--- config.mk ---
export PLATFORM = sky130hd
export DESIGN_NAME = fir_coef_ctrl
export DESIGN_NICKNAME = d
export VERILOG_FILES = /design/src/rtl/fir_coef_ctrl.sv
export SDC_FILE = /design/constraint.sdc
export NUM_CORES = 1
export LEC_CHECK = 0
export ABC_AREA = 1
export CAP_MARGIN = 40
export CORE_AREA = 10 10 149 151
export CTS_BUF_LIST = sky130_fd_sc_hd__clkbuf_8 sky130_fd_sc_hd__clkbuf_16
export DETAILED_ROUTE_END_ITERATION = 8
export DIE_AREA = 0 0 159 161
export HOLD_SLACK_MARGIN = 0.08
export PLACE_DENSITY = 0.7
export SYNTH_ARGS = -nofsm -noshare
export SYNTH_HDL_FRONTEND = slang
export SYNTH_SLANG_ARGS = --single-unit
--- constraint.sdc ---
create_clock -name CLK -period 3.8 [get_ports CLK]
set_input_delay 0.76 -clock CLK [delete_from_list [all_inputs] [get_ports CLK]]
set_output_delay 0.76 -clock CLK [all_outputs]
set_load 0.03 [all_outputs]
--- src/rtl/fir_coef_ctrl.sv ---
// fir_coef_ctrl: double-buffered coefficient loader and sample gate for a 9-tap FIR.
// Coefficient sets are staged in a shadow bank, and the shadow is copied to the active
// bank only after the FIR has drained. Samples are forwarded only while an active set
// exists and no swap is in progress.
// Define FIR_COEF_CTRL_DROP_CNT_EN to build the saturating dropped-sample counter.
// Without it, DROP_CNT is tied to 0.
module fir_coef_ctrl #(
   parameter int NB    = 11,
   parameter int NTAPS = 9,
   parameter int DRAIN = 2,
   parameter int CNTW  = 16
) (
   input  logic                 CLK,
   input  logic                 RST_n,
   input  logic                 CFG_VALID,
   input  logic signed [NB-1:0] CFG_DATA,
   output logic                 CFG_READY,
   input  logic                 S_VIN,
   input  logic        [NB-1:0] S_DIN,
   output logic                 F_VIN,
   output logic        [NB-1:0] F_DIN,
   output logic signed [NB-1:0] H0,
   output logic signed [NB-1:0] H1,
   output logic signed [NB-1:0] H2,
   output logic signed [NB-1:0] H3,
   output logic signed [NB-1:0] H4,
   output logic signed [NB-1:0] H5,
   output logic signed [NB-1:0] H6,
   output logic signed [NB-1:0] H7,
   output logic signed [NB-1:0] H8,
   output logic                 COEF_OK,
   output logic                 SWAP_BUSY,
   output logic      [CNTW-1:0] DROP_CNT
);
   localparam int IW = $clog2(NTAPS);
   localparam int CW = $clog2(DRAIN + 2);
   typedef enum logic [1:0] {EMPTY, RUN, SWAP} state_t;
   state_t             r_state, w_next;
   logic [IW-1:0]      r_idx;
   logic               r_pending;
   logic [CW-1:0]      r_cnt;
   logic signed [NB-1:0] r_shadow [NTAPS];
   logic signed [NB-1:0] r_active [NTAPS];
   logic               w_acc, w_last, w_commit, w_pend_next, w_drop;
   assign w_acc       = CFG_VALID && CFG_READY;
   assign w_last      = w_acc && (r_idx == IW'(NTAPS - 1));
   assign w_commit    = (r_state == EMPTY && r_pending) || (r_state == SWAP && r_cnt == CW'(DRAIN));
   assign w_pend_next = w_last || (r_pending && !w_commit);
   assign w_drop      = S_VIN && (r_state != RUN);
   assign COEF_OK     = (r_state != EMPTY);
   assign SWAP_BUSY   = (r_state == SWAP);
   assign H0 = r_active[0];
   assign H1 = r_active[1];
   assign H2 = r_active[2];
   assign H3 = r_active[3];
   assign H4 = r_active[4];
   assign H5 = r_active[5];
   assign H6 = r_active[6];
   assign H7 = r_active[7];
   assign H8 = r_active[8];
   // State register.
   always_ff @(posedge CLK or negedge RST_n) begin
      if (!RST_n) r_state <= EMPTY;
      else        r_state <= w_next;
   end
   // Next state: a commit always lands in RUN; a pending set in RUN starts a swap.
   always_comb begin
      w_next = r_state;
      if (w_commit) w_next = RUN;
      else if (r_state == RUN && r_pending) w_next = SWAP;
   end
   // Load index, pending flag, swap drain timer, and registered ready.
   always_ff @(posedge CLK or negedge RST_n) begin
      if (!RST_n) begin
         r_idx     <= '0;
         r_pending <= 1'b0;
         r_cnt     <= '0;
         CFG_READY <= 1'b0;
      end else begin
         if (w_acc) r_idx <= w_last ? '0 : r_idx + IW'(1);
         r_pending <= w_pend_next;
         r_cnt     <= (r_state == SWAP) ? r_cnt + CW'(1) : '0;
         CFG_READY <= !w_pend_next && (w_next != SWAP);
      end
   end
   // Shadow bank takes accepted words; active bank is copied from the shadow on commit.
   always_ff @(posedge CLK or negedge RST_n) begin
      if (!RST_n) begin
         for (int i = 0; i < NTAPS; i++) begin
            r_shadow[i] <= '0;
            r_active[i] <= '0;
         end
      end else begin
         if (w_acc) r_shadow[r_idx] <= CFG_DATA;
         if (w_commit) r_active <= r_shadow;
      end
   end
   // Sample gate: forward with one cycle of latency in RUN; hold F_DIN otherwise.
   always_ff @(posedge CLK or negedge RST_n) begin
      if (!RST_n) begin
         F_VIN <= 1'b0;
         F_DIN <= '0;
      end else begin
         F_VIN <= S_VIN && (r_state == RUN);
         if (S_VIN && r_state == RUN) F_DIN <= S_DIN;
      end
   end
`ifdef FIR_COEF_CTRL_DROP_CNT_EN
   logic [CNTW-1:0] r_drop;
   assign DROP_CNT = r_drop;
   // Saturating count of samples refused while empty or swapping.
   always_ff @(posedge CLK or negedge RST_n) begin
      if (!RST_n) r_drop <= '0;
      else if (w_drop && r_drop != '1) r_drop <= r_drop + CNTW'(1);
   end
`else
   logic w_unused_drop;
   assign w_unused_drop = w_drop;
   assign DROP_CNT = '0;
`endif
endmodule

Word-level counts from Yosys, hierarchy flattened
Index checks and enable logic that the tools add are counted.
W data, S select, Z words.
Storage, ports and cells
  register bits: 220
  input port bits: 26
  output and inout bits: 130
Operators by class
  $add $sub $neg: 2
  $lt $le $gt $ge: 2
  equal/unequal tests: 5
  multiplexer cells: 7
  bitwise logic cells: 1
  reductions and logical operators: 15
Operator list (number)
  $bwmux W99: 1
  $demux W11 S4: 1
  $mux W11: 1
  $logic_and A1 B1 Y1: 9
  $mux W2: 3
  $ge A5 B5 Y1 const B: 1
  $lt A5 B1 Y1 const B: 1
  $not A4 Y5: 1
  $add A4 B1 Y4 const B: 1
  $eq A2 B2 Y1 const B: 2
  $eq A4 B4 Y1 const B: 1
  $mux W4: 1
  $add A2 B1 Y2 const B: 1
  $eq A2 B1 Y1 const B: 1
  $logic_not A1 Y1: 2
  $logic_not A2 Y1: 1
  $logic_or A1 B1 Y1: 2
  $ne A2 B2 Y1 const B: 1
  $reduce_bool A2 Y1: 1

Longest topological paths before layout
Gate-level depths: netlist of run 1.
  word-level depth: 8
  depth in mapped cells: 8
  mapped depth without buffers: 7

Worst setup path after synthesis of run 1
Ideal clock, no wire load.
  path type: reg2out
  start point: register r_state[1]
  end point: output port SWAP_BUSY
  data arrival time: 877 ps
  setup slack: 2163 ps
  cell stages (with the launch flop): 3
  path through: dfrtp_1 > inv_1 > nor2_1
Between the ends
  cells in the longest elaborated chain, start to end: 1
Ends and longest elaborated chain
  start: declaration: RTL line 38  | state_t r_state, w_next;
  start signal: assignment: RTL line 64  | else r_state <= w_next;
  $eq A2 B2 Y1: RTL line 51  | assign SWAP_BUSY = (r_state == SWAP);
  end: declaration: RTL line 32  | output logic SWAP_BUSY,
Every way passes these cells.

Final worst setup path of run 1
Ends and elaborated chain as after synthesis.

==> impl_metrics.toml, run 1 <==
[outcome]
status = "completed"

[floorplan]
ios = 156
num_rows = 51
dieArea_um2 = 25600
initial_utilization_pct = 44.4
core_um2 = 19200
die_w_um = 159
die_height_um = 161

[clock_tree]
clock_tree.buffer_depth = 3
clock_latency_ns = 0.50
clock_tree.htree_level_count = 1
cts_hold_buf = 0
post_cts_resized = 0
path_clk_slew_ns = 0.06
post_cts.repair.setup_buffers = 0
tritoncts.num_buffers = 23
cts_sinks = 220
tritoncts = "built"
cts.root.buffer_cell = "sky130_fd_sc_hd__clkbuf_16"

[sta]
finalClockSkew_ns = 0.00782
timing.setup.tns_ns = 0
clock.fmax_mhz = 376
min_period_over_period_pct = 70.0
max_slew_margin_pct = 35.0
setup_viol = 0
tightest_slew_ns = 0.975
final.hold.worst_slack_ns = 0.317
timing.final.crit_period_ns = 2.66
rsz_0062_raised_after_global_routing = "false"
final_hold_viol_count = 0
finalMaxSlewViolations = 0

[global_route]
first_global_vias = 6264
gr-total-overflow = 0
wire_length_of_the_first_global_routing_pass_um = 35200
grt_max_degree = 127
grt_antenna_before_repair = 0
globalRouteTotalUtil_pct = 16.7

[final_layout]
share_of_layout_cells_above_drive_strength_1_pct = 4.87
finalNonFillerCells = 1292
fin_nets = 1042
area_growth_pct = 26.1
layout.cell_area.non_filler_um2 = 10800
layout_commonest_cell = "sky130_fd_sc_hd__nand2_1"
final_core_utilization_pct = 56.0
antenna_diode_count = 0
final_cell_mix = "sky130_fd_sc_hd__nand2_1, sky130_fd_sc_hd__dfrtp_1, sky130_fd_sc_hd__clkdlybuf4s50_1, sky130_fd_sc_hd__nand3_1, sky130_fd_sc_hd__o21ai_0"

[hold_path]
worst_hold_path_type = "in -> async"

[job]
drv.max_cap_violation_count = 0

[routing]
drcViolationCount = 0
initialDrtViolationCount = 472
detailroute.via_count = 6307
vias_per_cell = 4.88
detail_route.first_pass.iterations = 5
final_antenna_net_count = 0
totalWireLength_um = 21600
wl_per_cell_um = 16.7

[synth]
ys_types = 18
synthesis.area_per_instance_um2 = 9.55
synthCells = 893
yosysWarnings = 0
mappedNetlistArea_um2 = 8530
synth-seq-area-share_pct = 64.5
ys_ff_latch = 220

[pwr]
power-per-cell-area_nw_per_um2 = 874
vdd.ir_drop.worst_mv = 0.448
power.leakage_nw = 5.40

[place]
placement.io_buffers = 139
place.detailed.hpwl_um = 13500
dpl_cell_area_um2 = 10000
place_inst = 1251
globalplace.congestion = 0.784

[critical_path]
worstPathMaxFanout = 4
worst_ep_arrival_time_ns = 1.90
worst-setup-path-type = "reg -> out"
reg2reg_setup_slack_ns = 1.40
critical_path.startpoint_type = "flop"
worstPathRequired_ns = 3.04
crit_path_end_kind = "output port"
## per-stage QoR
stage	setup WS, ns	power, W
6_report	1.14	0.00940
5_1_grt	1.04	0.0100
4_1_cts	1.12	0.00951
3_5_place_dp	1.28	0.00727
3_3_place_gp	1.19	0.00715
2_1_floorplan	2.16	0.00577
## critical path: stages, from the launching register on
cell and delay (ns):
sky130_fd_sc_hd__dfrtp_1 0.44, sky130_fd_sc_hd__inv_1 0.11, sky130_fd_sc_hd__nor2_1 0.14, sky130_fd_sc_hd__clkdlybuf4s50_1 0.71
## routing by layer
layer / wire, um / vias up / track usage, %
met3: 1400 / 28 / 3.69
met1: 9210 / 3025 / 21.5
li1: - / 3062 / -
met5: 0 / - / 0
met4: 458 / 0 / 5.01
met2: 10600 / 192 / 27.6
## cells by family (layout without fill, tap and decap cells)
kind of cell             after synthesis  in the layout  share of synthesized area [%]
AO/OA/AOI/OAI                        107            107                           6.28
adder cells (fa/ha/maj)                5              5                          0.733
buffers and inverters                 96            215                           6.35
flip-flops                           220            220                           64.5
other                                  1             16                         0.0440
AND/OR/NAND/NOR                      464            464                           22.1
## sequential cells by signal, summed over array words and instances, names as in the netlist
| name | cells |
|---|---|
| r_idx | 4 |
| H3 | 11 |
| H8 | 11 |
| r_pending | 1 |
| r_shadow | 99 |
| H4 | 11 |
| H6 | 11 |
| H0 | 11 |
| H7 | 11 |
| F_VIN | 1 |
| r_cnt | 2 |
| CFG_READY | 1 |
| H5 | 11 |
| F_DIN | 11 |
| H1 | 11 |
| r_state | 2 |
| H2 | 11 |
## synth_stat cells (all sizes together)
cell / count / share of area, %
a21oi: 4 / 0.23
buf: 51 / 4.4
clkbuf: 17 / 0.76
conb: 1 / 0.044
dfrtp: 220 / 65
ha: 5 / 0.73
inv: 28 / 1.2
nand2: 345 / 15
nand3: 104 / 6.1
nor2: 14 / 0.67
nor3: 1 / 0.059
o21ai: 103 / 6.0
## power by group
part	switching (W)	total, W	internal [W]
logic	0.00205	0.00336	0.00131
clock network	0.000901	0.00220	0.00130
registers	0.000550	0.00383	0.00328
## worst paths after layout
path,start,to,cells past startpoint
setup / recovery,r_state[1]$_DFF_PN0_,SWAP_BUSY,3
hold / removal,RST_n,H8[7]$_DFFE_PN0P_,1
setup reg to reg,r_cnt[0]$_DFF_PN0_,H6[7]$_DFFE_PN0P_,7
hold reg to reg,r_cnt[0]$_DFF_PN0_,r_cnt[0]$_DFF_PN0_,1
max in group asynchronous,RST_n,H2[5]$_DFFE_PN0P_,2
min in group CLK,r_cnt[0]$_DFF_PN0_,r_cnt[0]$_DFF_PN0_,1
## cell type report
| type | count | area (um^2) |
|---|---|---|
| Multi-Input combinational cell | 592 | 2570 |
| Clock inverter | 11 | 76.3 |
| Inverter | 28 | 105 |
| Timing Repair Buffer | 146 | 1500 |
| Fill cell | 1707 | 8450 |
| Sequential cell | 220 | 5510 |
| Tap cell | 265 | 332 |
| Clock buffer | 30 | 672 |
Note: power is estimated with default switching activity, not from simulation.
==> run 2: changes to the inputs <==
clock period = 2.6 ns   (was 3.8 ns; I/O delays follow)
==> impl_metrics.toml, run 2 (synthesis gave the netlist of run 1 again) <==
[global_route]
wire_length_of_the_first_global_routing_pass_um = 35400
grt_max_degree = 102
gr-total-overflow = 0
grt_antenna_before_repair = 1
first_global_vias = 6361
globalRouteTotalUtil_pct = 16.7

[floorplan]
num_rows = 51
dieArea_um2 = 25600
initial_utilization_pct = 44.4
die_w_um = 159
ios = 156
core_um2 = 19200
die_height_um = 161

[routing]
drcViolationCount = 0
detail_route.first_pass.iterations = 5
detailroute.via_count = 6326
wl_per_cell_um = 16.6
initialDrtViolationCount = 421
vias_per_cell = 4.87
totalWireLength_um = 21600
final_antenna_net_count = 0

[final_layout]
area_growth_pct = 27.5
finalNonFillerCells = 1298
layout_commonest_cell = "sky130_fd_sc_hd__nand2_1"
share_of_layout_cells_above_drive_strength_1_pct = 5.61
fillers = 1690
largest_register_ff_count = 99
registers.top_by_ff_count = "r_shadow"
antenna_diode_count = 0
fin_nets = 1047
layout.cell_area.non_filler_um2 = 10900
final_cell_mix = "sky130_fd_sc_hd__nand2_1, sky130_fd_sc_hd__dfrtp_1, sky130_fd_sc_hd__clkdlybuf4s50_1, sky130_fd_sc_hd__nand3_1, sky130_fd_sc_hd__o21ai_0"

[clock_tree]
clock_latency_ns = 0.50
tritoncts.num_buffers = 23
path_clk_slew_ns = 0.06
clock_tree.htree_level_count = 1
cts.root.buffer_cell = "sky130_fd_sc_hd__clkbuf_16"
cts_sinks = 220
tritoncts = "built"
post_cts_resized = 0
clock_tree.buffer_depth = 3

[critical_path]
cpPeakStageDelay_ns = 0.71
critical_path.startpoint_type = "flop"
worstPathMaxFanout = 4
worstPathRequired_ns = 2.08
critical_path.slowest_cell = "sky130_fd_sc_hd__clkdlybuf4s50_1"
worst_ep_arrival_time_ns = 1.90
crit_path_end_kind = "output port"
critPathBufInv = 2
worst-setup-path-type = "reg -> out"
critical_path.cell_chain = "inv_1 > nor2_1 > clkdlybuf4s50_1"
cpLargestDelayFamily = "buffers and inverters"

[pwr]
power.leakage_nw = 5.45
power-per-cell-area_nw_per_um2 = 1260
vdd.ir_drop.worst_mv = 0.722

[sta]
timing.setup.tns_ns = 0
clock.fmax_mhz = 414
final_hold_viol_count = 0
finalMaxSlewViolations = 0
setup_viol = 0
setup_ws_ns = 0.182
max_slew_margin_pct = 54.5
rsz_0062_raised_after_global_routing = "false"
min_period_over_period_pct = 93.0
timing.final.crit_period_ns = 2.42
tightest_slew_ns = 0.681
finalClockSkew_ns = 0.0113

[hold_path]
worst_hold_path_type = "reg -> reg"

[outcome]
status = "completed"

[place]
dp_slack_ns = 0.419
dpl_cell_area_um2 = 10100
placement.io_buffers = 139
place.detailed.hpwl_um = 13500
globalplace.congestion = 0.784
place_inst = 1255

[job]
drv.max_cap_violation_count = 0
-- run 2: cell type report --
class                      instances  area, um^2  share of cell area [%]
sequential                       220        5510                    50.6
multi-input combinational        592        2570                    23.6
timing repair buffer             151        1560                    14.4
clock buffer                      29         658                    6.05
tap                              265         332                    3.05
clock inverter                    13         144                    1.32
inverter                          28         105                   0.967
-- run 2: stage by stage --
step	hold WS (ns)	power, W	util (%)
floorplan	0.224	0.00843	-
global placement	0.411	0.0103	52.4
detailed placement	0.428	0.0104	52.4
CTS	0.436	0.0138	56.6
global route	0.449	0.0146	56.6
finish	0.436	0.0137	56.6
-- run 2: layer usage --
metal | GRT usage, % | up-vias | wire, um
met5 | 0 | - | 0
met4 | 4.84 | 0 | 502
met3 | 3.41 | 38 | 1270
met2 | 28.5 | 176 | 10600
met1 | 21.1 | 3035 | 9170
li1 | - | 3077 | -
-- run 2: final timing paths --
kind / from / end / slack (ns) / depth (start not counted)
hold reg to reg: r_cnt[0]$_DFF_PN0_ / r_cnt[0]$_DFF_PN0_ / 0.44 / 1
setup / recovery: r_state[1]$_DFF_PN0_ / SWAP_BUSY / 0.18 / 3
min in group asynchronous: RST_n / H8[5]$_DFFE_PN0P_ / 0.57 / 2
max in group asynchronous: RST_n / H1[10]$_DFFE_PN0P_ / 1.36 / 3
setup reg to reg: r_idx[0]$_DFFE_PN0P_ / r_shadow[45]$_DFFE_PN0P_ / 0.83 / 6
hold / removal: r_cnt[0]$_DFF_PN0_ / r_cnt[0]$_DFF_PN0_ / 0.44 / 1
-- run 2: timing repair --
action	4_1_cts	5_1_grt
hold buffers	1	0
hold endpoints to repair	64	0
buffers inserted	0	0
-- run 2: worst reg2reg max path: stages, from the launching register on --
cell and delay [ns]:
sky130_fd_sc_hd__dfrtp_1 0.41, sky130_fd_sc_hd__inv_1 0.13, sky130_fd_sc_hd__ha_1 0.16, sky130_fd_sc_hd__inv_1 0.04, sky130_fd_sc_hd__nor2_1 0.18, sky130_fd_sc_hd__nand2_1 0.42, sky130_fd_sc_hd__o21ai_0 0.34
-- run 2: report_power, final --
part	total [W]	switching [W]	leakage, nW	internal (W)
sequential	0.00553	0.000766	2.87	0.00476
combinational	0.00475	0.00291	2.17	0.00184
clock	0.00342	0.00134	0.408	0.00209
total	0.0137	0.00501	5.45	0.00869
